$ cat config.mk
export PLATFORM = sky130hd
export DESIGN_NAME = writeback_arbiter_flat
export DESIGN_NICKNAME = d
export VERILOG_FILES = /design/src/rtl/writeback_arbiter_if.sv /design/src/rtl/writeback_arbiter.sv /design/src/flat_wrapper.sv
export SDC_FILE = /design/constraint.sdc
export NUM_CORES = 1
export LEC_CHECK = 0
export CAP_MARGIN = 20
export CORE_MARGIN = 10
export CORE_UTILIZATION = 35
export CTS_CLUSTER_SIZE = 14
export DETAILED_ROUTE_END_ITERATION = 10
export GPL_ROUTABILITY_DRIVEN = 0
export PLACE_DENSITY = 0.62
export SYNTH_ARGS = -nofsm -noshare
export SYNTH_HDL_FRONTEND = slang
export SYNTH_SLANG_ARGS = --single-unit
$ cat constraint.sdc
create_clock -name clk -period 6 [get_ports clk]
set_clock_uncertainty 0.1 [all_clocks]
set_input_delay 0.9 -clock clk [delete_from_list [all_inputs] [get_ports clk]]
set_output_delay 0.9 -clock clk [all_outputs]
set_load 0.1 [all_outputs]
$ cat src/rtl/writeback_arbiter_if.sv
// rtl/writeback_arbiter_if.sv - writeback arbiter bus: ALU request, load response, register file write port
interface writeback_arbiter_if #(
  parameter int DATA_WIDTH = 32,
  parameter int LQ_DEPTH   = 4
);
  localparam int CNT_W = $clog2(LQ_DEPTH) + 1;

  logic                  alu_valid;
  logic                  alu_ready;
  logic [4:0]            alu_rd;
  logic [DATA_WIDTH-1:0] alu_data;

  logic                  ld_valid;
  logic                  ld_ready;
  logic [4:0]            ld_rd;
  logic [DATA_WIDTH-1:0] ld_data;

  logic                  rd_we;
  logic [4:0]            rd_addr;
  logic [DATA_WIDTH-1:0] rd_data;

  logic [CNT_W-1:0]      lq_count;
  logic [31:0]           pending_mask;

  modport master (
    output alu_valid, alu_rd, alu_data,
    output ld_valid, ld_rd, ld_data,
    input  alu_ready, ld_ready,
    input  rd_we, rd_addr, rd_data,
    input  lq_count, pending_mask
  );

  modport slave (
    input  alu_valid, alu_rd, alu_data,
    input  ld_valid, ld_rd, ld_data,
    output alu_ready, ld_ready,
    output rd_we, rd_addr, rd_data,
    output lq_count, pending_mask
  );
endinterface

$ cat src/rtl/writeback_arbiter.sv
// rtl/writeback_arbiter.sv - merges in-order ALU results and queued load responses into one register file write port
module writeback_arbiter #(
  parameter int DATA_WIDTH   = 32,
  parameter int LQ_DEPTH     = 4,
  parameter int STARVE_LIMIT = 8
) (
  input  logic              clk,
  input  logic              rst_n,
  writeback_arbiter_if.slave bus
);
  localparam int PTR_W = $clog2(LQ_DEPTH);
  localparam int CNT_W = PTR_W + 1;
  localparam int STV_W = (STARVE_LIMIT > 1) ? $clog2(STARVE_LIMIT) : 1;
  localparam logic [CNT_W-1:0] FULL_CNT   = CNT_W'(LQ_DEPTH);
  localparam logic [STV_W-1:0] STARVE_MAX = STV_W'(STARVE_LIMIT - 1);

  typedef enum logic [0:0] {
    ST_NORMAL,
    ST_FORCE
  } state_t;

  state_t                state_q, state_d;

  logic [4:0]            q_rd   [LQ_DEPTH];
  logic [DATA_WIDTH-1:0] q_data [LQ_DEPTH];
  logic [PTR_W-1:0]      wr_ptr_q, rd_ptr_q;
  logic [CNT_W-1:0]      count_q;
  logic [STV_W-1:0]      starve_q, starve_d;

  logic                  rd_we_q;
  logic [4:0]            rd_addr_q;
  logic [DATA_WIDTH-1:0] rd_data_q;

  logic                  q_empty, q_full;
  logic                  push, pop;
  logic                  alu_fire, alu_use;
  logic                  wr_en;
  logic [4:0]            wr_addr;
  logic [DATA_WIDTH-1:0] wr_data;
  logic [31:0]           pend;

  assign q_empty  = (count_q == '0);
  assign q_full   = (count_q == FULL_CNT);

  // x0 loads are acknowledged but never occupy a queue entry.
  assign push     = bus.ld_valid && !q_full && (bus.ld_rd != 5'd0);
  assign alu_fire = bus.alu_valid && (state_q == ST_NORMAL);
  assign alu_use  = alu_fire && (bus.alu_rd != 5'd0);

  always_comb begin
    state_d  = state_q;
    starve_d = starve_q;
    pop      = 1'b0;
    wr_en    = 1'b0;
    wr_addr  = rd_addr_q;
    wr_data  = rd_data_q;
    case (state_q)
      ST_NORMAL: begin
        if (alu_use) begin
          wr_en   = 1'b1;
          wr_addr = bus.alu_rd;
          wr_data = bus.alu_data;
        end else if (!q_empty) begin
          pop     = 1'b1;
          wr_en   = 1'b1;
          wr_addr = q_rd[rd_ptr_q];
          wr_data = q_data[rd_ptr_q];
        end
        // Count non-draining cycles; the last one tips us into a forced drain.
        if (q_empty || pop) begin
          starve_d = '0;
        end else if (starve_q == STARVE_MAX) begin
          starve_d = '0;
          state_d  = ST_FORCE;
        end else begin
          starve_d = starve_q + 1'b1;
        end
      end
      ST_FORCE: begin
        pop      = !q_empty;
        wr_en    = !q_empty;
        wr_addr  = q_rd[rd_ptr_q];
        wr_data  = q_data[rd_ptr_q];
        starve_d = '0;
        state_d  = ST_NORMAL;
      end
      default: begin
        state_d  = ST_NORMAL;
        starve_d = '0;
      end
    endcase
  end

  always_ff @(posedge clk) begin
    if (!rst_n) begin
      state_q   <= ST_NORMAL;
      starve_q  <= '0;
      wr_ptr_q  <= '0;
      rd_ptr_q  <= '0;
      count_q   <= '0;
      rd_we_q   <= 1'b0;
      rd_addr_q <= '0;
      rd_data_q <= '0;
    end else begin
      state_q  <= state_d;
      starve_q <= starve_d;
      if (push) begin
        wr_ptr_q <= wr_ptr_q + 1'b1;
      end
      if (pop) begin
        rd_ptr_q <= rd_ptr_q + 1'b1;
      end
      case ({push, pop})
        2'b10:   count_q <= count_q + 1'b1;
        2'b01:   count_q <= count_q - 1'b1;
        default: count_q <= count_q;
      endcase
      rd_we_q   <= wr_en;
      rd_addr_q <= wr_addr;
      rd_data_q <= wr_data;
    end
  end

  // Entry storage needs no reset: validity comes from the pointers and count.
  always_ff @(posedge clk) begin
    if (push) begin
      q_rd[wr_ptr_q]   <= bus.ld_rd;
      q_data[wr_ptr_q] <= bus.ld_data;
    end
  end

  always_comb begin
    pend = '0;
    for (int k = 0; k < LQ_DEPTH; k++) begin
      if (CNT_W'(k) < count_q) begin
        pend[q_rd[rd_ptr_q + PTR_W'(k)]] = 1'b1;
      end
    end
  end

  assign bus.alu_ready    = (state_q == ST_NORMAL);
  assign bus.ld_ready     = !q_full;
  assign bus.rd_we        = rd_we_q;
  assign bus.rd_addr      = rd_addr_q;
  assign bus.rd_data      = rd_data_q;
  assign bus.lq_count     = count_q;
  assign bus.pending_mask = pend;
endmodule

$ cat src/flat_wrapper.sv
// flat-port wrapper written by rule: the top's interface ports become plain ports
module writeback_arbiter_flat 
#(
  parameter int DATA_WIDTH   = 32,
  parameter int LQ_DEPTH     = 4,
  parameter int STARVE_LIMIT = 8
)
  (clk, rst_n, bus_alu_valid, bus_alu_rd, bus_alu_data, bus_ld_valid, bus_ld_rd, bus_ld_data, bus_alu_ready, bus_ld_ready, bus_rd_we, bus_rd_addr, bus_rd_data, bus_lq_count, bus_pending_mask);
  writeback_arbiter_if #(.DATA_WIDTH(DATA_WIDTH), .LQ_DEPTH(LQ_DEPTH)) bus_i ();
  input  logic clk;
  input  logic rst_n;
  input wire logic [$bits(bus_i.alu_valid)-1:0] bus_alu_valid;
  input wire logic [$bits(bus_i.alu_rd)-1:0] bus_alu_rd;
  input wire logic [$bits(bus_i.alu_data)-1:0] bus_alu_data;
  input wire logic [$bits(bus_i.ld_valid)-1:0] bus_ld_valid;
  input wire logic [$bits(bus_i.ld_rd)-1:0] bus_ld_rd;
  input wire logic [$bits(bus_i.ld_data)-1:0] bus_ld_data;
  output wire logic [$bits(bus_i.alu_ready)-1:0] bus_alu_ready;
  output wire logic [$bits(bus_i.ld_ready)-1:0] bus_ld_ready;
  output wire logic [$bits(bus_i.rd_we)-1:0] bus_rd_we;
  output wire logic [$bits(bus_i.rd_addr)-1:0] bus_rd_addr;
  output wire logic [$bits(bus_i.rd_data)-1:0] bus_rd_data;
  output wire logic [$bits(bus_i.lq_count)-1:0] bus_lq_count;
  output wire logic [$bits(bus_i.pending_mask)-1:0] bus_pending_mask;
  assign bus_i.alu_valid = bus_alu_valid;
  assign bus_i.alu_rd = bus_alu_rd;
  assign bus_i.alu_data = bus_alu_data;
  assign bus_i.ld_valid = bus_ld_valid;
  assign bus_i.ld_rd = bus_ld_rd;
  assign bus_i.ld_data = bus_ld_data;
  assign bus_alu_ready = bus_i.alu_ready;
  assign bus_ld_ready = bus_i.ld_ready;
  assign bus_rd_we = bus_i.rd_we;
  assign bus_rd_addr = bus_i.rd_addr;
  assign bus_rd_data = bus_i.rd_data;
  assign bus_lq_count = bus_i.lq_count;
  assign bus_pending_mask = bus_i.pending_mask;
  writeback_arbiter #(.DATA_WIDTH(DATA_WIDTH), .LQ_DEPTH(LQ_DEPTH), .STARVE_LIMIT(STARVE_LIMIT)) u_core (.clk(clk), .rst_n(rst_n), .bus(bus_i));
endmodule
-- Yosys cells after proc, flatten, opt, wreduce, memory -nomap -nowiden
Memory sizes are Yosys's and may differ from the RTL's. A register that Yosys moved wholly into a read port is not among the register bits.
Index checks and enable logic that the tools add are counted.
- reduce and logical (&&, ||, !) cells: 15
- bitwise gates (word level): 4
- eq/ne operators: 5
- $add $sub $neg: 7
- order comparisons: 12
- mux-type cells: 37
- operator list (kind ; number):
    $mux 32 ; 6
    $or 32x32->32 ; 3
    $pmux 32 s2 ; 1
    $lt 5x6->1 const B ; 4
    $demux 1 s5 ; 4
    $ge 5x1->1 const B ; 4
    $mux 1 ; 12
    $pmux 3 s2 ; 2
    $mux 5 ; 2
    $pmux 5 s2 ; 1
    $reduce_bool 5->1 ; 2
    $logic_and 1x1->1 ; 8
    $mux 2 ; 4
    $add 3x1->3 const B ; 2
    $eq 3x3->1 const B ; 2
    $lt 1x3->1 const A ; 2
    $lt 2x3->1 const A ; 2
    $mux 3 ; 2
    $pmux 1 s2 ; 3
    $add 2x1->2 const B ; 2
    $add 2x2->2 const B ; 2
    $logic_not 3->1 ; 1
    $ne 3x3->1 const B ; 1
    $sub 3x1->3 const B ; 1
    other kinds (6) ; 7
- memories kept: 2
- output and inout port bits: 75
- memory bits (writable): 148
- register bits after elaboration: 49
- input port bits: 78
- memories (name ; depth ; bits a word ; rd ports ; clocked after Yosys merged registers in ; write ports ; line ; text):
    u_core.q_data ; 4 ; 32 ; 1 ; 1 ; 1 ; writeback_arbiter.sv:25 ; logic [DATA_WIDTH-1:0] q_data [LQ_DEPTH];
    u_core.q_rd ; 4 ; 5 ; 4 ; 1 ; 1 ; writeback_arbiter.sv:24 ; logic [4:0] q_rd [LQ_DEPTH];

-- Logic depth before layout (Yosys ltp)
An unclocked memory read counts as a cell.
- depth after elaboration: 12
- gate-level depth with buffers: 9

-- Worst setup path after synthesis
Ideal clock, no wire load.
- path kind: reg-to-output
- start point: register u_core.count_q[1], in the netlist u_core.bus.lq_count[1]
- end point: output bus_pending_mask[31]
- setup slack: 1.475 ns
- cell stages (with the launch flop): 7
- data arrival time: 3.525 ns
- path buffers: 0
- cells stage by stage: dfxtp_1 -> inv_1 -> ha_1 -> o21ba_2 -> o21a_1 -> nand3_1 -> o221ai_1
- longest elaborated chain between the ends: 8
- elaborated cells between the ends (all ways): 11
- classes of those cells: order compare: 4; mux: 4; bitwise: 3
- ends and longest elaborated chain (item ; line ; text):
    start, declared ; writeback_arbiter.sv:27 ; logic [CNT_W-1:0] count_q;
    start signal, assigned ; writeback_arbiter.sv:114 ; 2'b10: count_q <= count_q + 1'b1;
    start signal, assigned ; writeback_arbiter.sv:115 ; 2'b01: count_q <= count_q - 1'b1;
    start signal, assigned ; writeback_arbiter.sv:116 ; default: count_q <= count_q;
    $lt 1x3->1 ; writeback_arbiter.sv:135 ; if (CNT_W'(k) < count_q) begin
    $mux 32 ; writeback_arbiter.sv:135 ;
    $or 32x32->32 (no line) ; - ;
    $mux 32 ; writeback_arbiter.sv:135 ;
    $or 32x32->32 (no line) ; - ;
    $mux 32 ; writeback_arbiter.sv:135 ;
    $or 32x32->32 (no line) ; - ;
    $mux 32 (*) ; writeback_arbiter.sv:135 ;
    end, declared ; flat_wrapper.sv:24 ; output wire logic [$bits(bus_i.pending_mask)-1:0] bus_pending_mask;
Every way passes the cells marked *; elsewhere a longest branch is shown, timed or not.

-- Worst setup path after layout
- start point: register u_core.rd_ptr_q[0]
- end point: output bus_pending_mask[3]
- longest elaborated chain between the ends: 12
- elaborated cells between the ends (all ways): 25
- classes of those cells: add/sub: 3; order compare: 6; mux: 9; bitwise: 3; reduce/logical: 3; memory: 1
- ends and longest elaborated chain (item ; line ; text):
    start, declared ; writeback_arbiter.sv:26 ; logic [PTR_W-1:0] wr_ptr_q, rd_ptr_q;
    start signal, assigned ; writeback_arbiter.sv:111 ; rd_ptr_q <= rd_ptr_q + 1'b1;
    $add 2x1->2 ; writeback_arbiter.sv:136 ; pend[q_rd[rd_ptr_q + PTR_W'(k)]] = 1'b1;
    $mem_v2 4x5 (*) ; - ;
    $lt 5x6->1 (implied by the code) / $ge 5x1->1 (equally long branches) ; writeback_arbiter.sv:136 ;
    $logic_and 1x1->1 (implied by the code) ; writeback_arbiter.sv:136 ;
    $mux 1 (implied by the code) ; writeback_arbiter.sv:136 ;
    $demux 1 s5 ; - ;
    $or 32x32->32 (no line) ; - ;
    $mux 32 ; writeback_arbiter.sv:135 ;
    $or 32x32->32 (no line) ; - ;
    $mux 32 ; writeback_arbiter.sv:135 ;
    $or 32x32->32 (no line) ; - ;
    $mux 32 (*) ; writeback_arbiter.sv:135 ;
Marked as above.

==> metrics.csv <==
metric;value;unit
final_layout_size_suffix_gt1_share;15.1;%
wl;25700;microns
p_leak;3.87;nW
cts_resized;0;
relSlewSlack;28.8;%
clkPwrFrac;20.3;%
firstDrtPassIters;6;
cts_hold_buf;0;
die_h;183;microns
areaGrowthSynthToFinish;25.3;%
clockBufferDepth;2;
ys_seq_area_share;58.6;%
crit_required;5.00;ns
path_cells;mux4_2, nor4b_2, a22oi_1, nand2_1, clkdlybuf4s50_1;
synth_top_flop_cell;edfxtp_1;
synth_area;9330;sq um
grt_usage;15.0;%
io_pins;153;
min_path_cells;1;
netlist_top_cells_area;edfxtp_1, mux4_2, dfxtp_1;
insertion_delay;0.43;ns
start_util;35.7;%
rsz0062_at_grt;false;
yosysTopAreaCell;edfxtp_1;
syn_nets;765;
drc_errors;0;
synth_common_cells;edfxtp_1, nand2_1, mux4_2;
r2r_setup_slack;2.92;ns
overflow;0;
synth_top_area_share;47.7;%
reg2reg_depth;8;
period_share;85.2;%
numPortBuffers;152;
worstMarginPinSlew;1.06;ns
worst-path-max-fanout;18;
clkTransAtPathRegs;0.07;ns
min_to;u_core.starve_q[0];
syn_area_per_cell;13.8;sq um
crit_arrival;4.11;ns
num_rows;59;
r2r_start;u_core.bus.lq_count[1];
ys_ff_latch;199;
die_width;183;microns
synth-edff-count;148;
drv_slew;0;
fmax;196;MHz
async_flop_share;0;%
routed_via_density;5.60;
yosys_warnings;0;
p_switching;2.39;mW
cp_slowest_stage_delay;1.16;ns
syn_inst;676;
crit_type;flip-flop to output port;
setup_viol;0;
yosysUniqueCellTypes;52;
fp.dieArea;33600;sq um
grt_start_max_net_pins;49;
status;complete, no violations;
dpl.cell_count;1119;
cts.sinks;199;
core_area;26100;sq um
swShare;45.0;%
worstHoldPathType;flip-flop to flip-flop;
grt_pass1_vias;6590;
yosysMostFrequentCell;edfxtp_1;
hold_path.startpoint;u_core.starve_q[0];
routedWlPerCell;22.2;microns
ant_nets;0;
n_fill_cell;2436;
dp_hpwl;17600;microns
power_frac_comb;45.2;%
fin_crit;5.11;ns
finalNonFillerCells;1156;
cts_tree;done;
vias;6471;
start_kind;flip-flop;
rr_endpoint;u_core.bus.rd_data[20];
antenna_found_initial;5;
slowest_stage;clkdlybuf4s50_1;
cts_max_level;4;
cp-end-kind;output port;
p_int;2.92;mW
fin_nets;893;
hold_viol;0;
drtIter0Drc;643;
crit_family;buffers and inverters;
finalSetupTns;0;ns
crit_buf_inv;1;
powerDensity;454;nW/um^2
power_frac_seq;34.4;%
postCtsSetupRepairBufs;0;
irDropWorstVdd;0.247;mV
clock-root-buffer;clkbuf_16;
grt_pass1_wl;39200;microns
maxCapViolations;0;
numCtsBuffers;17;
[placed cells by master, fill, tap and decap left out, types with 6 or more instances in the layout]
cell             instances
clkdlybuf4s50_1        151
edfxtp_1               148
nand2_1                108
mux4_2                  52
dfxtp_1                 49
o31ai_1                 36
a31oi_1                 36
a22oi_1                 28
a32oi_1                 21
clkbuf_16               17
nor2b_1                 13
nand3_1                 12
ha_1                    11
inv_1                   10
buf_4                   10
and2_1                   8
nor2_1                   7
nor4b_2                  7
inv_6                    6
[through the flow]
step | hold WS [ns] | util [%] | worst slack, ns | total power [mW] | area, sq um
6_report | 0.338 | 44.7 | 0.890 | 5.31 | 11700
5_1_grt | 0.377 | 44.7 | 0.698 | 5.53 | 11700
4_1_cts | 0.343 | 44.6 | 0.892 | 5.34 | 11700
3_5_place_dp | 0.333 | 42.5 | 1.37 | 4.25 | 11100
3_3_place_gp | 0.325 | 42.5 | 1.36 | 4.25 | 11100
2_1_floorplan | 0.306 | - | 1.48 | 3.65 | 9330
[power by group through the flow]
stage | Sequential (mW) | Combinational, mW | Clock (mW)
after floorplan | 2.45 | 1.21 | 0
after global placement | 1.85 | 2.39 | 0
after detailed placement | 1.86 | 2.40 | 0
after CTS | 1.83 | 2.40 | 1.10
after global routing | 1.86 | 2.52 | 1.15
final | 1.83 | 2.40 | 1.08
[final cells by class]
cell class | count | area (sq um) | share of cell area [%]
tap | 335 | 419 | 3.59
clock inverter | 13 | 115 | 0.985
inverter | 10 | 37.5 | 0.321
clock buffer | 19 | 443 | 3.79
timing repair buffer | 163 | 1610 | 13.8
sequential | 199 | 5470 | 46.8
multi-input combinational | 413 | 3580 | 30.6
antenna | 4 | 10.0 | 0.0857
[routing by layer]
metal | part of all wire, % | vias up | track usage, % | routed length (microns)
met1 | 44 | 3166 | 19.6 | 11200
met4 | 2.0 | 2 | 5.21 | 523
met5 | 0.051 | - | 0 | 13
met2 | 47 | 290 | 23.7 | 12000
li1 | - | 2963 | - | -
met3 | 7.6 | 50 | 3.93 | 1960
[state kept, by name, indices dropped and copies added, names as in the netlist, named ones only]
| name | cells |
|---|---|
| u_core.state_q | 1 |
| u_core.starve_q | 3 |
| u_core.rd_ptr_q | 2 |
| u_core.q_data | 128 |
| u_core.bus.rd_data | 32 |
| u_core.wr_ptr_q | 2 |
| u_core.bus.rd_addr | 5 |
| u_core.bus.lq_count | 3 |
| u_core.q_rd | 20 |
| u_core.bus.rd_we | 1 |
[how the worst max path moves through the flow]
| stage | start | endpoint | slack, ns | cells past startpoint |
|---|---|---|---|---|
| 3_3_place_gp | u_core.rd_ptr_q[0] | bus_pending_mask[3] | 1.36 | 5 |
| 2_1_floorplan | u_core.bus.lq_count[1] | bus_pending_mask[31] | 1.48 | 6 |
| 5_1_grt | u_core.rd_ptr_q[0] | bus_pending_mask[3] | 0.70 | 5 |
| 4_1_cts | u_core.rd_ptr_q[0] | bus_pending_mask[3] | 0.89 | 5 |
| 6_report | u_core.rd_ptr_q[0] | bus_pending_mask[3] | 0.89 | 5 |
| 3_5_place_dp | u_core.rd_ptr_q[0] | bus_pending_mask[3] | 1.37 | 5 |
[worst reg2reg max path: cells and delay by family, from the launching register on]
family | cells | cell delay (ns)
adders and majority gates | 1 | 0.20
and+or+nand+nor | 3 | 1.26
DFF | 1 | 0.38
buffers and inverters | 3 | 0.84
AOI/OAI and AO/OA | 1 | 0.22
[cell families (layout without fill, tap and decap cells)]
family | after synthesis | in the layout | synth area share (%)
adder cells (fa/ha/maj) | 11 | 11 | 1.48
flip-flops | 199 | 199 | 58.6
XOR/XNOR | 3 | 3 | 0.282
buffers and inverters | 64 | 205 | 3.19
multiplexers | 54 | 54 | 12.8
AO/OA/AOI/OAI | 148 | 148 | 11.9
AND/OR/NAND/NOR | 197 | 197 | 11.8
other | 0 | 4 | 0
No activity file was read; power rests on OpenSTA's default activity.
